## src/rtl/i64_pkg.sv

```systemverilog
// i64_pkg: opcodes, trap codes, FSM states and opcode-support helper for the i64 sequencer
package i64_pkg;
  localparam logic [7:0] OP_I64_EQZ  = 8'h50;
  localparam logic [7:0] OP_I64_EQ   = 8'h51;
  localparam logic [7:0] OP_I64_NE   = 8'h52;
  localparam logic [7:0] OP_I64_LT_S = 8'h53;
  localparam logic [7:0] OP_I64_LT_U = 8'h54;
  localparam logic [7:0] OP_I64_GT_S = 8'h55;
  localparam logic [7:0] OP_I64_GT_U = 8'h56;
  localparam logic [7:0] OP_I64_LE_S = 8'h57;
  localparam logic [7:0] OP_I64_LE_U = 8'h58;
  localparam logic [7:0] OP_I64_GE_S = 8'h59;
  localparam logic [7:0] OP_I64_GE_U = 8'h5A;
  localparam logic [7:0] OP_I64_ADD  = 8'h7C;
  localparam logic [7:0] OP_I64_SUB  = 8'h7D;
  localparam logic [7:0] OP_I64_AND  = 8'h83;
  localparam logic [7:0] OP_I64_OR   = 8'h84;
  localparam logic [7:0] OP_I64_XOR  = 8'h85;

  typedef enum logic [2:0] {
    TRAP_NONE      = 3'd0,
    TRAP_UNDERFLOW = 3'd1,
    TRAP_INVALID   = 3'd2,
    TRAP_OVERFLOW  = 3'd3
  } trap_e;

  typedef enum logic [2:0] {
    S_IDLE,
    S_POP_B,
    S_POP_A,
    S_EXEC,
    S_PUSH,
    S_DONE,
    S_TRAP
  } state_e;

  function automatic logic is_supported(input logic [7:0] op);
    return (op >= OP_I64_EQZ && op <= OP_I64_GE_U) || op == OP_I64_ADD || op == OP_I64_SUB ||
           op == OP_I64_AND || op == OP_I64_OR || op == OP_I64_XOR;
  endfunction

  function automatic logic is_compare(input logic [7:0] op);
    return op >= OP_I64_EQZ && op <= OP_I64_GE_U;
  endfunction
endpackage

```

## src/rtl/i64_alu.sv

```systemverilog
// i64_alu: combinational a OP b for i64 eqz/compare/add/sub/and/or/xor; eqz tests b
module i64_alu
  import i64_pkg::*;
#(
  parameter int WIDTH = 64
) (
  input  logic [7:0]       opcode,
  input  logic [WIDTH-1:0] a,
  input  logic [WIDTH-1:0] b,
  output logic [WIDTH-1:0] result
);
  logic eq, lt_s, lt_u, gt_s, gt_u, flag;
  logic [WIDTH-1:0] arith;
  assign eq   = a == b;
  assign lt_s = $signed(a) < $signed(b);
  assign lt_u = a < b;
  assign gt_s = $signed(b) < $signed(a);
  assign gt_u = b < a;
  always_comb begin
    flag  = 1'b0;
    arith = '0;
    case (opcode)
      OP_I64_EQZ:  flag = b == '0;
      OP_I64_EQ:   flag = eq;
      OP_I64_NE:   flag = !eq;
      OP_I64_LT_S: flag = lt_s;
      OP_I64_LT_U: flag = lt_u;
      OP_I64_GT_S: flag = gt_s;
      OP_I64_GT_U: flag = gt_u;
      OP_I64_LE_S: flag = !gt_s;
      OP_I64_LE_U: flag = !gt_u;
      OP_I64_GE_S: flag = !lt_s;
      OP_I64_GE_U: flag = !lt_u;
      OP_I64_ADD:  arith = a + b;
      OP_I64_SUB:  arith = a - b;
      OP_I64_AND:  arith = a & b;
      OP_I64_OR:   arith = a | b;
      OP_I64_XOR:  arith = a ^ b;
      default:     arith = '0;
    endcase
  end
  assign result = is_compare(opcode) ? WIDTH'(flag) : arith;
endmodule

```

## src/rtl/i64_binop_sequencer.sv

```systemverilog
// i64_binop_sequencer: accepts an opcode from decode (op_valid/op_ready), pops operands via stack_pop, pushes the result via stack_push/stack_wdata, pulses done or raises a sticky trap
module i64_binop_sequencer
  import i64_pkg::*;
#(
  parameter int WIDTH      = 64,
  parameter int DEPTH_W    = 10,
  parameter int STACK_SIZE = 1024
) (
  input  logic               clk,
  input  logic               reset,
  input  logic               op_valid,
  output logic               op_ready,
  input  logic [7:0]         opcode,
  input  logic [WIDTH-1:0]   stack_top,
  input  logic [DEPTH_W:0]   stack_depth,
  output logic               stack_pop,
  output logic               stack_push,
  output logic [WIDTH-1:0]   stack_wdata,
  output logic               done,
  output logic [2:0]         trap
);
  state_e state, state_n;
  trap_e trap_q, trap_n;
  logic [7:0] op_q;
  logic [WIDTH-1:0] a, b, res_q, wdata_q, alu_res;
  logic [DEPTH_W:0] need;

  i64_alu #(.WIDTH(WIDTH)) u_alu (
    .opcode(op_q),
    .a(a),
    .b(b),
    .result(alu_res)
  );

  assign need        = opcode == OP_I64_EQZ ? (DEPTH_W+1)'(1) : (DEPTH_W+1)'(2);
  assign trap        = trap_q;
  assign stack_wdata = stack_push ? res_q : wdata_q;

  always_comb begin
    state_n    = state;
    trap_n     = trap_q;
    op_ready   = 1'b0;
    stack_pop  = 1'b0;
    stack_push = 1'b0;
    done       = 1'b0;
    case (state)
      S_IDLE: begin
        op_ready = 1'b1;
        if (op_valid) begin
          state_n = !is_supported(opcode) || stack_depth < need ? S_TRAP : S_POP_B;
          trap_n  = !is_supported(opcode) ? TRAP_INVALID : stack_depth < need ? TRAP_UNDERFLOW : TRAP_NONE;
        end
      end
      S_POP_B: begin
        stack_pop = 1'b1;
        state_n   = op_q == OP_I64_EQZ ? S_EXEC : S_POP_A;
      end
      S_POP_A: begin
        stack_pop = 1'b1;
        state_n   = S_EXEC;
      end
      S_EXEC: state_n = S_PUSH;
      S_PUSH: begin
        stack_push = stack_depth != (DEPTH_W+1)'(STACK_SIZE);
        state_n    = stack_push ? S_DONE : S_TRAP;
        trap_n     = stack_push ? trap_q : TRAP_OVERFLOW;
      end
      S_DONE: begin
        done    = 1'b1;
        state_n = S_IDLE;
      end
      S_TRAP: state_n = S_TRAP;
      default: state_n = S_IDLE;
    endcase
  end

  always_ff @(posedge clk or negedge reset) begin
    if (!reset) state <= S_IDLE;
    else state <= state_n;
  end

  always_ff @(posedge clk or negedge reset) begin
    if (!reset) begin
      trap_q  <= TRAP_NONE;
      op_q    <= '0;
      a       <= '0;
      b       <= '0;
      res_q   <= '0;
      wdata_q <= '0;
    end else begin
      trap_q <= trap_n;
      if (state == S_IDLE && op_valid) op_q <= opcode;
      if (state == S_POP_B) b <= stack_top;
      if (state == S_POP_A) a <= stack_top;
      if (state == S_EXEC) res_q <= alu_res;
      if (stack_push) wdata_q <= res_q;
    end
  end
endmodule

```

## config.mk

```make
export PLATFORM = sky130hd
export DESIGN_NAME = i64_binop_sequencer
export DESIGN_NICKNAME = d
export VERILOG_FILES = /design/src/rtl/i64_pkg.sv /design/src/rtl/i64_alu.sv /design/src/rtl/i64_binop_sequencer.sv
export SDC_FILE = /design/constraint.sdc
export NUM_CORES = 1
export LEC_CHECK = 0
export CORE_MARGIN = 5
export CORE_UTILIZATION = 40
export DETAILED_ROUTE_END_ITERATION = 6
export HOLD_SLACK_MARGIN = 0.12
export SLEW_MARGIN = 30
export SYNTH_ARGS = -nofsm -noshare
export SYNTH_HDL_FRONTEND = slang
export SYNTH_HIERARCHICAL = 1
export SYNTH_SLANG_ARGS = --single-unit
export TNS_END_PERCENT = 1
```

## constraint.sdc

```tcl
create_clock -name clk -period 4.6 [get_ports clk]
set_clock_uncertainty 0.15 [all_clocks]
set_input_delay 0.69 -clock clk [delete_from_list [all_inputs] [get_ports clk]]
set_output_delay 0.69 -clock clk [all_outputs]
set_load 0.1 [all_outputs]
```

Yosys cells after proc, flatten, opt, wreduce, memory -nomap -nowiden
Cells that the tools add are included.

word-level totals
  logic and storage cells = 92
  memories kept = 0
  input port bits = 86
  bits in writable memories = 0
  bits in read-only memories = 0
  register bits after elaboration = 270
  latch bits = 0
  output and inout bits = 71

cells by class
  eq/ne operators = 32
  shift operators = 0
  magnitude comparators = 9
  add/subtract/negate cells = 2
  $mul = 0
  bitwise logic cells = 3
  div/mod/pow operators = 0
  multiplexer cells = 19
  reductions and logical operators = 20

operators with widths
  cell                    number
  $pmux W64 S5            1
  $lt A64 B64 Y1          4
  $eq A8 B7 Y1 const B    16
  $mux W64                2
  $add A64 B64 Y64        1
  $and A64 B64 Y64        1
  $eq A64 B64 Y1          1
  $logic_not A64 Y1       1
  $or A64 B64 Y64         1
  $sub A64 B64 Y64        1
  $xor A64 B64 Y64        1
  $eq A8 B8 Y1 const B    6
  $pmux W3 S6             1
  $ge A8 B7 Y1 const B    2
  $le A8 B7 Y1 const B    2
  $mux W3                 4
  $lt A11 B2 Y1           1
  $ne A11 B11 Y1 const B  1
  $pmux W1 S11            1
  $eq A3 B3 Y1 const B    3
  $eq A3 B2 Y1 const B    2
  $logic_not A1 Y1        6
  $logic_or A1 B1 Y1      6
  $mux W1                 6
  other kinds (9)         14

Depth between registers and ports, before layout
Gate-level depths: netlist of the first run.

  depth after elaboration = 12
  depth in mapped cells = 16
  gate-level depth less buffers = 16

Hierarchy
Netlist of the first run, hierarchy kept.

by module, submodules not included
  module               instances  cells an instance  area each (um^2)  seq. area each (um^2)
  i64_alu              1          1920               12264.3           0.0
  i64_binop_sequencer  1          620                10228.6           6731.5

Worst setup path after synthesis of the first run
OpenSTA, ideal clock, no wires.

  path type = register -> register
  start = register state[0]
  end = register op_q[2]
  setup slack = 0.701 ns
  data required time = 4.325 ns
  arrival time = 3.624 ns
  path buffers = 2
  cell stages (with the launch flop) = 6
  clock period less this slack = 3.899 ns
  path through = dfrtp_1 buf_2 nor3_1 and2_1 buf_2 mux2_2

between the ends
  cells in the longest elaborated chain, start to end = 2

ends and longest elaborated chain
  element                 RTL line                   source
  from (decl)             i64_binop_sequencer.sv:22  state_e state, state_n;
  from (signal assigned)  i64_binop_sequencer.sv:79  else state <= state_n;
  $logic_not A3 Y1        i64_binop_sequencer.sv:92  if (state == S_IDLE && op_valid) op_q <= opcode;
  $logic_and A1 B1 Y1     i64_binop_sequencer.sv:92
  to (signal assigned)    i64_binop_sequencer.sv:92
  to (decl)               i64_binop_sequencer.sv:24  logic [7:0] op_q;

Every way passes these cells.
A chain may end at the register's enable or synchronous reset.

Worst setup path in the final report of the first run
  start = register b[53]
  end = register res_q[0]

between the ends
  cells in the longest elaborated chain, start to end = 4
  elaborated cells on any way between the ends = 13
  classes of those cells = 4 x order compare; 1 x eq/ne; 2 x mux; 6 x reduce/logical

ends and longest elaborated chain
  element                                 RTL line                   source
  from (decl)                             i64_binop_sequencer.sv:25  logic [WIDTH-1:0] a, b, res_q, wdata_q, alu_res;
  from (signal assigned)                  i64_binop_sequencer.sv:93  if (state == S_POP_B) b <= stack_top;
  $lt A64 B64 Y1 (tied with other cells)  i64_alu.sv:16              assign lt_u = a < b;
  $logic_not A1 Y1 (on tied branches)     --
  $pmux W1 S11 (*)                        i64_alu.sv:22              case (opcode)
  $mux W64 (*)                            i64_alu.sv:42              assign result = is_compare(opcode) ? WIDTH'(flag) : arith;
  net alu_res[0]                          i64_binop_sequencer.sv:25
  to (signal assigned)                    i64_binop_sequencer.sv:95  if (state == S_EXEC) res_q <= alu_res;
  to (decl)                               i64_binop_sequencer.sv:25

Mark *: on every way through the listed nets, which the timed path passes. The rest lies on a longest branch.

==> metrics.md, run 1 <==
| Metric | Value |
|---|---|
| Status | `finished, final reports clean` |
| Post-place instance area | `approximately 26000 um2` |
| Clock sinks | `about 270` |
| CTS buffer count | `34` |
| Gr usage total | `0.2775` |
| Antenna violations before repair | `6` |
| Async SR Flop Fraction | `1.000` |
| DIE WIDTH | `between 200 and 250 um` |
| Share of cells above drive strength 1 | `0.1938` |
| Via density | `approximately 5.9` |
| Clock transition at path regs | `about 0.070 ns` |
| Root Buffer | `clkbuf_16` |
| Critical path, cell by cell | `inv_1 > ha_1 > nor4_1 > and2_1 > and3_1 > and3b_1 > and3_1 > and4_1 > nor4b_1 > o311ai_0 > nand3_1 > a31o_2 > mux2_2` |
| Initial DRC count | `~2000` |
| Synth warn | `6` |
| ANT cells | `0` |
| Fin area | `~27000 um2` |
| Least-Margin Pin Slew | `0.9680 ns` |
| Number of global-route vias before repair | `~21000` |
| Final Max Slew Viols | `0` |
| First-pass GRT wire length | `between 100000 and 150000 um` |
| FP Rows | `between 80 and 90` |
| Endpoint arrival time on the critical path | `between 4 and 5 ns` |
| Cell total after placement | `approximately 3500` |
| Routed length per instance | `roughly 25 um` |
| Area of the multi-input gates | `approximately 15000 um2` |
| Final ANT Viol Nets | `0` |
| Worst path most repeated cell | `and3_1` |
| Commonest non-fill, non-tap cell in the layout | `dfrtp_1` |
| Crit path max fanout | `5` |
| Final net count | `3083` |
| Critical path's largest stage delay | `0.60 ns` |
| Core Region | `between 50000 and 60000 um2` |
| Most frequent cells in the layout | `267 x dfrtp_1, 256 x ha_1, 238 x a21oi_1` |
| DR DRC count | `0` |
| Fmax | `about 0.23 GHz` |
| Final setup viols | `0` |
| Kind of cell adding the most delay to the critical path | `simple AND/OR/NAND/NOR gates` |
| Placed wire-length estimate | `between 60000 and 70000 um` |
| Setup crit end kind | `flip-flop` |
| RSZ-0062 raised after global routing | `yes` |
| Fin Hold WS | `~0.33 ns` |
| CP Class | `reg -> reg` |
| Post-Layout Cell Count | `3516` |
| Post-synth top flop | `dfrtp_1` |
| Utilization after layout | `0.4846` |
| Gr ovfl total | `0` |
| Filler cell count | `5347` |
| Maxcap violations | `0` |
| Syn Std Cell Area | `22490 um2` |
| Hold WC Path Type | `reg -> reg` |
| Seq. cell area | `about 6700 um2` |
| Slowest CP cell | `nor4_1` |
| CP required | `4.89 ns` |
| Worst-Skew Late Latency | `around 0.56 ns` |
| TritonCTS clock tree | `built` |
| # H-tree levels | `2` |
| Syn_area_per_cell | `about 8.9 um2` |
| Post-synth EDFFs | `0` |
| Pre-antenna DRT Iters | `5` |
| Die Area | `approximately 61000 um2` |
| Syn Nets | `between 2000 and 3000` |
| Cells after Synth | `around 2500` |
| Vias | `between 20000 and 25000` |
| Starting Density | `0.4012` |
| CP bufs+invs | `1` |
| # port buffers | `155` |
| Register area share after synthesis | `0.2993` |
| Final-report hold violation count | `0` |
| Crit share post-route | `0.9643` |
| Yosys cell types | `88` |
| Setup crit start kind | `flip-flop` |
| Area delta synth->final | `20.78%` |
| Final wirelength | `86180 um` |
| CTS Buffer Depth | `3` |
| Die span in y | `around 250 um` |
| Minimum clock period | `between 4 and 5 ns` |
| Num ports | `between 150 and 200` |
| Setup slack, reg-to-reg | `approximately 0.16 ns` |
| #FFs+latches synth | `269` |
| Largest net degree at the start of global routing | `roughly 110` |
| Slew headroom | `0.3527` |
| Gpl congestion | `0.9656` |
[metrics by stage]
step / setup TNS, ns / setup slack [ns]
after floorplan: 0 / 0.7009
after global placement: 0 / 0.001578
after detailed placement: -0.1093 / -0.1093
after CTS: 0 / 0.07772
after global routing: -0.05438 / -0.05438
final: 0 / 0.1644
[area by class of cell]
cell class                 count  area share
multi-input combinational   1921      0.5342
inverter                     211     0.02915
timing repair buffer         301      0.1132
clock buffer                  48     0.03588
tap                          756     0.03482
sequential                   269      0.2480
clock inverter                10    0.004744
[metal layers]
layer | up-vias | track usage | wire length, um
met2 | 787 | 0.4141 | 36480
met1 | 10215 | 0.4102 | 40870
li1 | 9529 | - | -
met3 | 109 | 0.05620 | 6560
met5 | - | 0 | 29
met4 | 4 | 0.07122 | 2238
[cells by family (layout without fill, tap and decap cells)]
family	after synthesis	in the layout	synth area share
xor+xnor	41	41	0.01597
fa+ha+maj	259	259	0.1447
mux	279	279	0.1390
compound gates	751	751	0.2114
other cells	1	1	0.0001667
simple gates	590	590	0.1291
buf+inv	350	570	0.06035
flops	269	269	0.2993
[state kept, by name, summed over array words and instances, names as in the netlist]
signal / cells
a: 64
b: 64
op_q: 8
res_q: 64
state: 3
trap: 2
wdata_q: 64
[Yosys cell counts, drive strengths merged, types with 32 or more instances]
cell    instances  area [um2]
nand4          32       200.2
xnor2          38       332.8
buf            47       220.2
ha            257        3216
a22oi          36       270.3
inv           208       780.8
nor4           46       287.8
nand2         168       630.6
mux2          267        3007
nor3           39       200.2
o21bai         55       416.7
clkbuf         92       345.3
o21ai         185       925.9
nand3          44       220.2
nor2          143       536.8
dfrtp         269        6731
a21oi         238        1191
[path summary, 6_finish.rpt]
kind,startpoint,to,cells past startpoint
max,b[53]$_DFFE_PN0P_,res_q[0]$_DFFE_PN0P_,13
min,wdata_q[33]$_DFF_PN0_,wdata_q[33]$_DFF_PN0_,1
max reg2reg,b[53]$_DFFE_PN0P_,res_q[0]$_DFFE_PN0P_,13
min reg2reg,wdata_q[33]$_DFF_PN0_,wdata_q[33]$_DFF_PN0_,1
max in group asynchronous,reset,b[59]$_DFFE_PN0P_,3
min in group asynchronous,reset,wdata_q[7]$_DFF_PN0_,2
[timing repair]
action	in CTS	in global routing
resized for setup	1	9
hold buffers	1	0
setup endpoints to repair	3	7
setup buffers	0	0
hold endpoints to repair	102	0
Power of run 1 is not shown: default switching activity piles up to over one toggle a cycle in this logic, so the estimate is an artifact.
==> run 2, diff against run 1 <==
REMOVE_ABC_BUFFERS = 1   (was unset)
==> metrics.md, run 2 (same netlist as run 1, synthesis figures left out) <==
| Metric | Value |
|---|---|
| Commonest non-fill, non-tap cell in the layout | `dfrtp_1` |
| Slowest CP cell | `o31ai_2` |
| Final setup viols | `0` |
| Gr ovfl total | `0` |
| Reg2reg path depth | `16` |
| CP Class | `reg -> reg` |
| Core Region | `roughly 56000 um2` |
| DR DRC count | `0` |
| Critical path, cell by cell | `inv_1 > ha_1 > nor3_1 > nand4_1 > a31oi_1 > a2111oi_4 > buf_4 > o31ai_2 > a21boi_2 > o211ai_1 > buf_4 > a211o_1 > a221o_1 > and4b_1 > o31ai_2 > mux2_2` |
| Antenna violations before repair | `1` |
| Pre-antenna DRT Iters | `5` |
| Setup crit start kind | `flip-flop` |
| RSZ-0062 raised after global routing | `no` |
| Starting Density | `0.4012` |
| Gr usage total | `0.2594` |
| TritonCTS clock tree | `built` |
| Root Buffer | `clkbuf_16` |
| Vias | `approximately 20000` |
| Status | `finished, final reports clean` |
| Least-Margin Pin Slew | `approximately 1.1 ns` |
| Crit share post-route | `0.9745` |
| Maxcap violations | `0` |
| WHS Path Cells | `1` |
| WP depth | `16` |
| CTS Buffer Depth | `3` |
| Crit path max fanout | `10` |
| Endpoint arrival time on the critical path | `between 4 and 5 ns` |
| Gpl congestion | `slightly below 1` |
| Routed length per instance | `approximately 23 um` |
| Share of cells above drive strength 1 | `0.1897` |
| CTS buffer count | `31` |
| CP required | `4.92 ns` |
| Setup crit end kind | `flip-flop` |
| Initial DRC count | `about 1700` |
| # H-tree levels | `1` |
| Post-place instance area | `~26000 um2` |
| Via density | `about 5.8` |
| Filler cell count | `roughly 5300` |
| Final wirelength | `81390 um` |
| First-pass GRT wire length | `between 100000 and 150000 um` |
| Area delta synth->final | `21.10%` |
| Minimum clock period | `~4.5 ns` |
| Clock transition at path regs | `about 0.060 ns` |
| Slew headroom | `0.2409` |
| Fin area | `between 20000 and 30000 um2` |
| Final net count | `slightly above 3000` |
| Kind of cell adding the most delay to the critical path | `compound AO/OA/AOI/OAI gates` |
| Hold WC Path Type | `reg -> reg` |
| Num ports | `between 150 and 200` |
| DIE WIDTH | `around 250 um` |
| Critical path's largest stage delay | `about 0.59 ns` |
| Placed wire-length estimate | `around 62000 um` |
| Final ANT Viol Nets | `0` |
| # port buffers | `roughly 160` |
| CP bufs+invs | `3` |
| Final-report hold violation count | `0` |
| FP Rows | `between 80 and 90` |
| Die Area | `61070 um2` |
| Setup slack, reg-to-reg | `between 0.1 and 0.15 ns` |
| Worst-Skew Late Latency | `approximately 0.6 ns` |
| Final Max Slew Viols | `0` |
| Number of global-route vias before repair | `about 21000` |
| Die span in y | `about 250 um` |
| Fmax | `0.2231 GHz` |
| Most frequent cells in the layout | `268 x dfrtp_1, 257 x ha_1, 238 x a21oi_1` |
| Largest net degree at the start of global routing | `around 110` |
| Clock sinks | `269` |
## run 2: metal layers
metal / up-vias / track usage / routed length, um
li1: 9501 / - / -
met5: - / 0 / 0
met3: 127 / 0.02864 / 4543
met4: 0 / 0.06498 / 2222
met1: 10076 / 0.3592 / 36470
met2: 677 / 0.4346 / 38150
## run 2: layout make-up
cell class              count  area, um2  area share
multi-input cells        1921      14490      0.5319
flip-flops and latches    269       6735      0.2473
repair buffers            292       3192      0.1172
well taps                 756      945.9     0.03473
clock buffers              42      887.1     0.03257
inverters                 211      792.0     0.02908
clock inverters            12      195.2    0.007166
diodes                      1      2.502  0.00009187
## run 2: repair_timing
action / in CTS / in global routing
setup endpoints to repair: 0 / 6
hold buffers: 1 / 0
resized for setup: 0 / 5
setup buffers: 0 / 0
hold endpoints to repair: 80 / 0
## run 2: through the flow
stage	utilization	instances	hold slack [ns]	TNS (ns)	setup slack, ns
2_1_floorplan	-	2401	0.2444	-1315.38	-7.940
4_1_cts	0.4854	3503	0.3512	0	0.09672
3_5_place_dp	0.4659	3448	0.3356	0	0.1332
5_1_grt	0.4858	3503	0.3618	0	0.002509
3_3_place_gp	0.4654	3448	0.3319	0	0.1394
6_report	0.4859	3504	0.3457	0	0.1175
## run 2: final timing paths
check | from | endpoint
worst max-delay path | b[12]$_DFFE_PN0P_ | res_q[61]$_DFFE_PN0P_
worst min-delay path | wdata_q[4]$_DFF_PN0_ | wdata_q[4]$_DFF_PN0_
worst max register to register | b[12]$_DFFE_PN0P_ | res_q[61]$_DFFE_PN0P_
worst min register to register | wdata_q[4]$_DFF_PN0_ | wdata_q[4]$_DFF_PN0_
max in group asynchronous | reset | a[5]$_DFFE_PN0P_
min in group asynchronous | reset | b[35]$_DFFE_PN0P_
## run 2: worst reg2reg max path: cells and delay by family (launching register included)
| kind | cells | cell delay [ns] |
|---|---|---|
| mux | 1 | 0.27 |
| flops | 1 | 0.43 |
| simple gates | 3 | 0.77 |
| compound gates | 8 | 1.88 |
| buf+inv | 3 | 0.46 |
| fa+ha+maj | 1 | 0.41 |
Power of run 2 is left out for the same reason.
